[config.mk]
export PLATFORM = sky130hd
export DESIGN_NAME = router_pkt_tx
export DESIGN_NICKNAME = d
export VERILOG_FILES = /design/src/rtl/router_pkt_tx.sv
export SDC_FILE = /design/constraint.sdc
export NUM_CORES = 1
export LEC_CHECK = 0
export BUFFER_PORTS_ARGS = -buffer_cell sky130_fd_sc_hd__buf_2
export CORE_ASPECT_RATIO = 1.2
export CORE_UTILIZATION = 55
export DETAILED_ROUTE_END_ITERATION = 8
export GPL_ROUTABILITY_DRIVEN = 0
export PLACE_DENSITY = 0.71
export SLEW_MARGIN = 20
export SYNTH_ARGS = -nofsm -noshare
export SYNTH_HDL_FRONTEND = slang
export SYNTH_SLANG_ARGS = --single-unit
[constraint.sdc]
create_clock -name clk -period 3 [get_ports clk]
set_clock_uncertainty 0.05 [all_clocks]
set_input_delay 0.15 -clock clk [delete_from_list [all_inputs] [get_ports clk]]
set_output_delay 0.15 -clock clk [all_outputs]
set_load 0.005 [all_outputs]
[src/rtl/router_pkt_tx.sv]
// Packet transmitter: buffers one payload from the upstream source, then streams
// header, payload and parity bytes to the router, honouring the router's busy stall.
module router_pkt_tx (
  input  logic       clk,
  input  logic       rst,
  input  logic       start,
  input  logic [1:0] dest_addr,
  input  logic [5:0] payload_len,
  input  logic [7:0] pl_data,
  input  logic       pl_valid,
  output logic       pl_ready,
  input  logic       busy,
  output logic [7:0] din,
  output logic       pkt_valid,
  output logic       tx_busy,
  output logic       done,
  output logic       err
);

  // state   | meaning
  // IDLE    | waiting for start; rejects bad length/address with err
  // LOAD    | pl_ready high, capturing payload bytes into the buffer
  // HEADER  | presenting {len, addr} to the router
  // PAYLOAD | presenting buffered bytes in load order
  // PARITY  | presenting XOR of header and payload, pkt_valid low
  localparam logic [2:0] IDLE    = 3'd0;
  localparam logic [2:0] LOAD    = 3'd1;
  localparam logic [2:0] HEADER  = 3'd2;
  localparam logic [2:0] PAYLOAD = 3'd3;
  localparam logic [2:0] PARITY  = 3'd4;

  logic [2:0] state;
  logic [5:0] len_q;
  logic [1:0] addr_q;
  logic [5:0] idx;
  logic [5:0] bytes_left;
  logic [7:0] parity;
  logic       done_q;
  logic       err_q;
  logic [7:0] buffer [0:62];

  logic [7:0] header;
  logic       start_ok;

  assign header   = {len_q, addr_q};
  assign start_ok = (payload_len != 6'd0) && (dest_addr != 2'b11);

  // bytes_left counts down to terminal count 0 on the last byte of LOAD and PAYLOAD
  always_ff @(posedge clk) begin
    if (rst) begin
      state      <= IDLE;
      len_q      <= 6'd0;
      addr_q     <= 2'd0;
      idx        <= 6'd0;
      bytes_left <= 6'd0;
      parity     <= 8'd0;
      done_q     <= 1'b0;
      err_q      <= 1'b0;
    end else begin
      done_q <= 1'b0;
      err_q  <= 1'b0;
      case (state)
        IDLE: begin
          if (start) begin
            if (start_ok) begin
              len_q      <= payload_len;
              addr_q     <= dest_addr;
              idx        <= 6'd0;
              bytes_left <= payload_len - 6'd1;
              parity     <= 8'd0;
              state      <= LOAD;
            end else begin
              err_q <= 1'b1;
            end
          end
        end
        LOAD: begin
          if (pl_valid) begin
            parity <= parity ^ pl_data;
            if (bytes_left == 6'd0) begin
              idx        <= 6'd0;
              bytes_left <= len_q - 6'd1;
              state      <= HEADER;
            end else begin
              idx        <= idx + 6'd1;
              bytes_left <= bytes_left - 6'd1;
            end
          end
        end
        HEADER: begin
          if (!busy) begin
            parity <= parity ^ header;
            state  <= PAYLOAD;
          end
        end
        PAYLOAD: begin
          if (!busy) begin
            if (bytes_left == 6'd0) begin
              idx   <= 6'd0;
              state <= PARITY;
            end else begin
              idx        <= idx + 6'd1;
              bytes_left <= bytes_left - 6'd1;
            end
          end
        end
        PARITY: begin
          if (!busy) begin
            done_q <= 1'b1;
            state  <= IDLE;
          end
        end
        default: state <= IDLE;
      endcase
    end
  end

  // payload storage needs no reset; it is always written before it is read
  always_ff @(posedge clk) begin
    if (!rst && state == LOAD && pl_valid) begin
      buffer[idx] <= pl_data;
    end
  end

  // Outputs depend only on flops, so busy stalls hold din/pkt_valid naturally
  always_comb begin
    din       = 8'd0;
    pkt_valid = 1'b0;
    case (state)
      HEADER: begin
        din       = header;
        pkt_valid = 1'b1;
      end
      PAYLOAD: begin
        din       = buffer[idx];
        pkt_valid = 1'b1;
      end
      PARITY: begin
        din       = parity;
        pkt_valid = 1'b0;
      end
      default: begin
        din       = 8'd0;
        pkt_valid = 1'b0;
      end
    endcase
  end

  assign pl_ready = (state == LOAD);
  assign tx_busy  = (state != IDLE);
  assign done     = done_q;
  assign err      = err_q;

endmodule

After elaboration in Yosys (flattened, before gate mapping)
Memory sizes are Yosys's and may differ from the RTL's. A register that Yosys moved wholly into a read port is not among the register bits.
Index checks and enable logic that the tools add are counted.
{ "totals": {"reg_bits": 33, "latch_bits": 0, "ramBits": 504, "romBits": 0, "input_bits": 21, "output_inout_bits": 13, "word_cells": 85, "mem_count": 1} }
{ "memory_table": {"columns": ["memory", "depth", "word_bits", "read_ports", "rd_ports_with_merged_regs", "write_ports", "line", "text"], "rows": [
  ["buffer", 63, 8, 1, 1, 1, "40", "logic [7:0] buffer [0:62];"]
]} }
{ "classes": {"add_sub_neg": 4, "multipliers": 0, "div": 0, "order_cmp": 0, "eq_ne": 14, "shift": 0, "muxes": 35, "bitwise": 5, "n_reduce_logical": 18} }
{ "ops": {"columns": ["cell", "count"], "rows": [
  ["6-bit two-way mux", 13],
  ["8-bit one-hot mux with 3 select lines", 2],
  ["6-bit one-hot mux with 3 select lines", 2],
  ["8-bit two-way mux", 4],
  ["3-bit two-way mux", 8],
  ["2-bit != test (second input constant)", 9],
  ["6-bit by 1-bit subtractor with 6-bit output (second input constant)", 3],
  ["8-bit XOR", 2],
  ["3-bit one-hot mux with 5 select lines", 1],
  ["5-bit AND reduction", 2],
  ["3-bit nonzero test", 3],
  ["8-bit AND reduction", 1],
  ["6-bit by 1-bit adder with 6-bit output (second input constant)", 1],
  ["3-bit by 2-bit == test with 1-bit output (second input constant)", 2],
  ["6-bit logical NOT", 1],
  ["6-bit AND reduction", 1],
  ["6-bit nonzero test", 1],
  ["1-bit two-way mux", 5],
  ["2-bit OR reduction", 2],
  ["3-bit by 1-bit == test with 1-bit output (second input constant)", 1],
  ["3-bit == test (second input constant)", 1],
  ["1-bit logical AND", 3],
  ["3-bit logical NOT", 1],
  ["1-bit inverter", 3],
  ["other kinds (4)", 4]
]} }

Longest topological paths before layout
Gate-level depths: netlist of the first run.
{ "depth": {"word_depth": 7, "mapped_depth": 9, "depth_no_buf": 7} }

Least setup slack after synthesis of the first run
Ideal clock, no wire load.
{ "synth_timing": {"path_kind": "reg-to-output", "from": "register with a tool-made name", "to": "output port din[1]", "arrival_time_ns": 1.972, "required_ns": 2.800, "slack_ns": 0.828, "stages_incl_launch_ff": 8, "path_buffers": 2, "cell_sequence": "dfxtp_1 > buf_6 > buf_2 > mux4_2 > nor2b_1 > a211oi_1 > nor4_1 > a311o_1"} }
{ "synth_lines": {"columns": ["element", "line", "text"], "rows": [
  ["end: declaration", "13", "output logic [7:0] din,"]
]} }

==> metrics.cfg, run 1 <==
[run_status]
outcome = finished with violations
failed_checks = setup timing

[detailed_routing]
drtIter0Drc = 1573
wl_met2_um = 25800
route.met3.wl_um = 4700
maxUsedRoutingLayer = met4
wl_met1_um = 21300
drt-total-wl_um = 54400
wire_per_inst_um = 27.8
drc = 0
dr.pass1.iters = 6
vias = 12300
vias_per_cell = 6.29
ant_nets = 0

[clock_tree]
cts_buffers = 50
clkSinkCount = 543
cts.reportedPaths.clkPinSlew_ns = 0.06
root_buffer = clkbuf_16
clock_latency_ns = 0.57
clockBufferDepth = 3
htree_levels = 2
cts_tree = yes

[power_and_ir_drop]
p_per_area_nw_per_um2 = 620
total_power_mw = 16.1
peakVddDrop_mv = 0.438
p_leak_nw = 8.36

[place]
port_buffers = 33
hpwl_um = 33200
place_ws_ns = 0.140
place_area_um2 = 23300

[sta]
rsz0062_at_grt = yes
fin_crit_ns = 3.14
setup_slack_ns = -0.143
drv_slew = 0
max_clock_freq_mhz = 318
worst_pin_slew_ns = 0.787
relSlewSlack_pct = 47.5
tns_ns = -0.720
post-route-period-util_pct = 105
final_hold_viol_count = 0
finalSetupViolations = 8

[cells_and_area]
seq_area_um2 = 15900
multi_input_area_um2 = 5790
layout-drive-gt1-share_pct = 31.2
fillers = 2553
synthToLayoutAreaGrowth_pct = 18.8
final_util_pct = 66.6
final_cell_mix = edfxtp_1, buf_4, mux4_2
layout_commonest_cell = edfxtp_1
finalInstanceArea_um2 = 25900
nets = 1416
num_antenna_cells = 0

[floorplanning]
io_pins = 34
row_count = 79
die_area_um2 = 40500
start_util_pct = 56.1
dieHeight_um = 220
fp.dieW_um = 184
core_area_um2 = 38900

[global_route]
grt_use_total_pct = 27.6
grt_pass1_wl_um = 79300
grt_max_degree = 64
grt_pass1_vias = 12300
grt_overflow_total = 0
antenna_found_initial = 1

[synthesis]
synth-main-ff-cell = edfxtp_1
synth_fp_nets = 1210
ys_warn_count = 0
avgSynthCellArea_um2 = 18.4
netlist_area_um2 = 21800
synth.yosys.seq_area_share_pct = 72.9
synth_cells = 1185
async_flop_share_pct = 0
synth_edf_count = 504
yosys.cell_types.count = 60
ys_ff_latch = 543

[hold_path]
min_path_type = in2reg
min_from = pl_data[1]

[flow_run]
maxCapViolCount = 0

[worst_setup_path]
r2r_start = state[1]$_SDFFE_PP0P_
path_class = reg2out
worst-path-buf-inv = 3
cp_cell_sequence = buf_12, buf_16, mux4_2, mux4_2, a221oi_4, o31ai_2, buf_2
crit_family = multiplexers
crit_top_cell = mux4_2
slowest_delay_ns = 0.54
arrival_ns = 2.94
slowest_stage = mux4_2
crit_path_max_fanout = 5
end_kind = output port
cp.required_ns = 2.80
start_kind = flop

==> through the flow <==
stage / hold slack, ns / cells
detailed placement: 0.357 / 1807
floorplan: 0.178 / 1185
CTS: 0.0250 / 1944
global route: 0.0368 / 1954
global placement: 0.352 / 1807
finish: 0.0580 / 1954
==> power by group <==
part | leakage (nW) | total (mW) | internal, mW | switching [mW]
sequential | 4.85 | 8.39 | 8.32 | 0.0725
clock | 0.737 | 6.01 | 3.35 | 2.66
combinational | 2.77 | 1.68 | 0.802 | 0.877
total | 8.36 | 16.1 | 12.5 | 3.61
==> registers in the layout, summed over array words and instances (netlist names), named ones only <==
name        cells
addr_q          2
buffer        504
bytes_left      6
done            1
err             1
idx             6
len_q           6
parity          8
state           3
==> cell families (layout without fill, tap and decap cells) <==
logic type / count (synthesis) / count (layout) / synth area share (%)
DFF: 543 / 543 / 72.9
and+or+nand+nor: 237 / 237 / 5.03
muxes: 177 / 177 / 15.4
AOI/OAI and AO/OA: 129 / 129 / 4.03
buffers and inverters: 78 / 321 / 1.75
xor gates and xnor gates: 17 / 17 / 0.682
adders and majority gates: 4 / 4 / 0.229
==> final timing paths <==
check,end,slack (ns),cells past startpoint
max,din[4],-0.14,7
max reg2reg,buffer[33][6]$_DFFE_PP_,0.46,5
min reg2reg,parity[1]$_SDFFE_PP0P_,0.48,2
min,buffer[49][1]$_DFFE_PP_,0.06,1
==> synth_stat cells, types with 5 or more instances <==
cell        n  area [um2]
clkbuf_1   23        86.3
buf_2      20         100
edfxtp_1  504       15100
a31oi_1     6        37.5
buf_1       6        22.5
mux4_2    123        2770
mux2_2     11         124
nor3_1      7        35.0
nand2_1    52         195
mux2i_1    41         410
o221ai_1    5        43.8
o22ai_1    10        62.6
buf_4       9        67.6
or3_1       7        43.8
dfxtp_1    39         781
a22oi_1    13        97.6
a21oi_1    25         125
o31ai_1     7        52.6
nor2_1    107         402
nand3_1    11        55.1
a211oi_1   20         150
inv_1      15        56.3
xnor2_1    13         114
and3_1      6        37.5
o21ai_0    17        85.1
nor2b_1    16         100
==> repair_timing <==
item	in CTS	in global routing
buffers inserted	17	9
hold buffers	23	0
hold endpoints to repair	58	0
pin swaps	14	5
resized for setup	41	20
gates cloned	8	1
endpoints found under the setup margin	8	8
==> layer usage <==
layer | vias to the layer above | global-route usage, %
li1 | 5192 | -
met1 | 6292 | 37.7
met2 | 659 | 44.2
met3 | 142 | 4.49
met4 | 0 | 12.8
met5 | - | 0
==> area by class of cell <==
| class | instances | share of cell area, % |
|---|---|---|
| sequential | 543 | 61.4 |
| multi-input combinational | 564 | 22.3 |
| timing repair buffer | 216 | 7.60 |
| clock buffer | 60 | 5.05 |
| tap | 526 | 2.54 |
| clock inverter | 29 | 0.820 |
| inverter | 16 | 0.246 |
Note: power is estimated with default switching activity, not from simulation.
==> run 2, diff against run 1 <==
BUFFER_PORTS_ARGS = not set   (was -buffer_cell sky130_fd_sc_hd__buf_2)
CORE_MARGIN = 10   (was not set)
DONT_BUFFER_PORTS = 1   (was not set)
PLACE_DENSITY = 0.7   (was 0.71)
clock period = 3.3 ns   (was 3 ns; I/O delays follow)
==> metrics.cfg, run 2 (synthesis results as in run 1) <==
[run_status]
outcome = completed

[clock_tree]
clockBufferDepth = 3
clock_latency_ns = 0.59
root_buffer = clkbuf_16
clkSinkCount = 543
cts_buffers = 50
cts_tree = yes
htree_levels = 2
cts.reportedPaths.clkPinSlew_ns = 0.07

[cells_and_area]
synthToLayoutAreaGrowth_pct = 16.2
largest_register_ffs = 504
nets = 1334
final_util_pct = 64.9
regMostFlops = buffer
largestRegisters = buffer x504, parity x8
fin_cells = 1875
final_cell_mix = edfxtp_1, mux4_2, nor2_1
layout-drive-gt1-share_pct = 24.9
finalInstanceArea_um2 = 25400
layout_commonest_cell = edfxtp_1

[detailed_routing]
vias = 11900
drt-total-wl_um = 52200
drc = 0
ant_nets = 0
dr.pass1.iters = 6
vias_per_cell = 6.35
drtIter0Drc = 1182
wire_per_inst_um = 27.8

[place]
place_area_um2 = 23000
hpwl_um = 31300
port_buffers = 0
place_inst = 1744

[worst_setup_path]
r2r_start = state[2]$_SDFFE_PP0P_
crit_path_max_fanout = 40
arrival_ns = 3.00
start_kind = flop
r2r_cells = 7
cp-endpoint = din[7]
regToRegSetupSlack_ns = 0.56
path_class = reg2out
end_kind = output port
cp.required_ns = 3.08
r2r-end = buffer[19][4]$_DFFE_PP_

[sta]
drv_slew = 0
relSlewSlack_pct = 33.0
hold-worst-slack_ns = 0.0163
rsz0062_at_grt = no
final_hold_viol_count = 0
finalSetupViolations = 0
fin_crit_ns = 3.22
worst_pin_slew_ns = 1.00
tns_ns = 0
post-route-period-util_pct = 97.5
max_clock_freq_mhz = 311

[power_and_ir_drop]
p_per_area_nw_per_um2 = 599
p_leak_nw = 8.03
peakVddDrop_mv = 0.384

[global_route]
grt_pass1_vias = 12000
grt_pass1_wl_um = 78300
grt_use_total_pct = 21.6
grt_max_degree = 65
grt_overflow_total = 0
antenna_found_initial = 3

[floorplanning]
fp.dieW_um = 202
die_area_um2 = 48100
start_util_pct = 55.9
row_count = 79
core_area_um2 = 39000
io_pins = 34
dieHeight_um = 238

[flow_run]
maxCapViolCount = 0

[hold_path]
hold_depth = 5
min_path_type = in2reg

run 2: changes by cell type in the layout (fill, tap and decap cells not counted), sizes merged:
cell      before  now
clkinv        23   19
bufinv         3   11
bufbuf         3    0
buf          189  109
clkinvlp       4    3
diode          0    1
run 2: worst min path at each step:
stage	from	end	slack [ns]
floorplan	busy	done$_SDFF_PP0_	0.19
global placement	rst	bytes_left[4]$_SDFFE_PP0P_	0.19
detailed placement	rst	bytes_left[3]$_SDFFE_PP0P_	0.19
CTS	payload_len[1]	bytes_left[1]$_SDFFE_PP0P_	0.01
global route	payload_len[1]	bytes_left[1]$_SDFFE_PP0P_	0.06
finish	payload_len[1]	bytes_left[1]$_SDFFE_PP0P_	0.02
run 2: routing by layer:
metal  vias up  global-route usage [%]  share of wire [%]
li1       5055                       -                  -
met1      6192                    29.1                 40
met2       530                    35.4                 50
met3       121                    3.65                7.6
met4         4                    6.80                3.2
met5         -                       0              0.035
run 2: what timing repair did:
item | CTS | global route
resized for setup | 2 | 5
gates cloned | 0 | 2
buffers inserted | 0 | 6
endpoints found under the setup margin | 2 | 6
hold buffers | 31 | 0
endpoints found under the hold margin | 543 | 0
run 2: power by group:
part	total (mW)	leakage (nW)	internal, mW	switching [mW]
clock network	6.25	0.863	3.77	2.48
logic	1.30	2.32	0.603	0.697
registers	7.64	4.85	7.56	0.0732
total	15.2	8.03	11.9	3.25
run 2: per-stage QoR:
stage	total power, mW	setup WS (ns)
6_report	15.2	0.0821
5_1_grt	15.6	0.0186
4_1_cts	15.2	0.0548
3_5_place_dp	8.86	0.510
3_3_place_gp	8.85	0.468
2_1_floorplan	8.60	1.11
run 2: critical path, stage by stage (launching register included):
cell,delay (ns)
dfxtp_4,0.57
buf_12,0.29
mux4_2,0.54
mux2i_1,0.36
a221oi_1,0.16
nor3_1,0.26
o22ai_1,0.20
run 2: layout make-up:
class	count	area, um2
clock buffers	59	1350
flip-flops and latches	543	15900
multi-input cells	564	5550
well taps	526	658
diodes	1	2.50
clock inverters	32	429
fillers	2564	13700
repair buffers	134	1380
inverters	16	63.8
==> run 3, diff against run 2 <==
CELL_PAD_IN_SITES_DETAIL_PLACEMENT = 0   (was not set)
CELL_PAD_IN_SITES_GLOBAL_PLACEMENT = 1   (was not set)
CORE_UTILIZATION = 50   (was 55)
PLACE_DENSITY = 0.75   (was 0.7)
clock period = 2.7 ns   (was 3.3 ns; I/O delays follow)
==> metrics.cfg, run 3 (synthesis results as in run 1) <==
[run_status]
outcome = finished with violations
failed_checks = setup timing

[cells_and_area]
seq_area_um2 = 15900
final_cell_mix = edfxtp_1, buf_4, mux4_2
largest_register_ffs = 504
synthToLayoutAreaGrowth_pct = 19.7
num_antenna_cells = 0
fin_cells = 1978
largestRegisters = buffer x504, parity x8
layout_commonest_cell = edfxtp_1
regMostFlops = buffer
nets = 1412
fillers = 3044
layout-drive-gt1-share_pct = 29.9
multi_input_area_um2 = 5710

[clock_tree]
clkSinkCount = 543
clockBufferDepth = 3
htree_levels = 2
clock_latency_ns = 0.57
root_buffer = clkbuf_16
cts.reportedPaths.clkPinSlew_ns = 0.06
cts_tree = yes
cts_buffers = 51

[floorplanning]
fp.dieW_um = 211
dieHeight_um = 249
io_pins = 34
die_area_um2 = 52500
core_area_um2 = 43000
start_util_pct = 50.8
row_count = 83

[global_route]
grt_use_total_pct = 20.9
grt_overflow_total = 0
grt_max_degree = 65
grt_pass1_vias = 12200
grt_pass1_wl_um = 81500
antenna_found_initial = 0

[power_and_ir_drop]
p_per_area_nw_per_um2 = 693
p_leak_nw = 8.43
peakVddDrop_mv = 0.507

[sta]
setup_slack_ns = -0.352
worst_pin_slew_ns = 1.00
tns_ns = -2.29
post-route-period-util_pct = 113
finalSetupViolations = 8
fin_crit_ns = 3.05
final_hold_viol_count = 0
max_clock_freq_mhz = 328
relSlewSlack_pct = 33.3
drv_slew = 0
rsz0062_at_grt = yes

[detailed_routing]
drc = 0
drtIter0Drc = 1272
dr.pass1.iters = 5
drt-total-wl_um = 54700
vias_per_cell = 6.05
vias = 12000
ant_nets = 0
wire_per_inst_um = 27.7

[worst_setup_path]
arrival_ns = 2.87
path_class = reg2out
cp_cell_sequence = buf_12, buf_4, clkbuf_16, mux4_2, nor2b_1, a211oi_4, nor4_1, buf_4, a311o_1
start_kind = flop
slowest_stage = mux4_2
crit_path_max_fanout = 6
end_kind = output port
crit_top_cell = buf_4
slowest_delay_ns = 0.48
cp.required_ns = 2.52

[place]
port_buffers = 0
place_inst = 1817
hpwl_um = 34000
place_ws_ns = -0.0460

[flow_run]
maxCapViolCount = 0

[hold_path]
min_path_type = in2reg

run 3: cell count changes in the layout (fill, tap and decap cells not counted), sizes merged:
| cell | before | now |
|---|---|---|
| bufbuf | 0 | 1 |
| clkbuf | 61 | 70 |
| clkinv | 19 | 16 |
| diode | 1 | 0 |
| bufinv | 11 | 4 |
| clkinvlp | 3 | 4 |
| dlymetal6s4s | 0 | 1 |
| buf | 109 | 185 |
run 3: layout make-up:
class / count / area share, %
Clock buffer: 69 / 5.31
Inverter: 16 / 0.230
Multi-Input combinational cell: 564 / 21.8
Timing Repair Buffer: 211 / 8.20
Sequential cell: 543 / 61.0
Tap cell: 552 / 2.64
Clock inverter: 23 / 0.824
run 3: critical path: cells and delay by family, from the launching register on:
kind	cells	cell delay, ns
AO/OA/AOI/OAI	2	0.62
buffers and inverters	4	0.55
flip-flops	1	0.38
multiplexers	1	0.48
AND/OR/NAND/NOR	2	0.26
run 3: worst paths after layout:
check | from | to | slack, ns | depth (start not counted)
worst min-delay path | busy | bytes_left[4]$_SDFFE_PP0P_ | 0.04 | 4
worst min register to register | parity[3]$_SDFFE_PP0P_ | parity[3]$_SDFFE_PP0P_ | 0.47 | 2
worst max-delay path | flop | din[1] | -0.35 | 9
worst max register to register | state[1]$_SDFFE_PP0P_ | buffer[6][1]$_DFFE_PP_ | 0.17 | 5
run 3: what timing repair did:
item,4_1_cts,5_1_grt
pin swaps,11,14
gates cloned,3,1
hold buffers,32,0
resized for setup,25,24
hold endpoints to repair,543,0
buffers inserted,17,17
endpoints found under the setup margin,8,84
run 3: where the power goes:
part,internal (mW),total [mW],switching (mW),leakage [nW]
Clock,3.97,6.95,2.98,0.769
Sequential,9.25,9.32,0.0789,4.85
Combinational,0.916,1.84,0.928,2.81
Total,14.1,18.1,3.98,8.43
run 3: per-stage QoR:
stage	utilization, %	cell area (um2)	hold slack (ns)	total power, mW
after floorplan	-	21800	0.163	10.5
final	60.8	26100	0.0362	18.1
after global routing	60.8	26100	0.0480	18.7
after CTS	60.2	25900	0.0718	18.1
after detailed placement	54.4	23400	0.161	10.9
after global placement	54.4	23400	0.162	10.9
run 3: layer usage:
layer	up-vias	wire length, um	track usage (%)
li1	5206	-	-
met1	6204	20800	26.8
met2	469	28100	35.4
met3	97	4010	3.65
met4	0	1810	7.29
met5	-	0	0
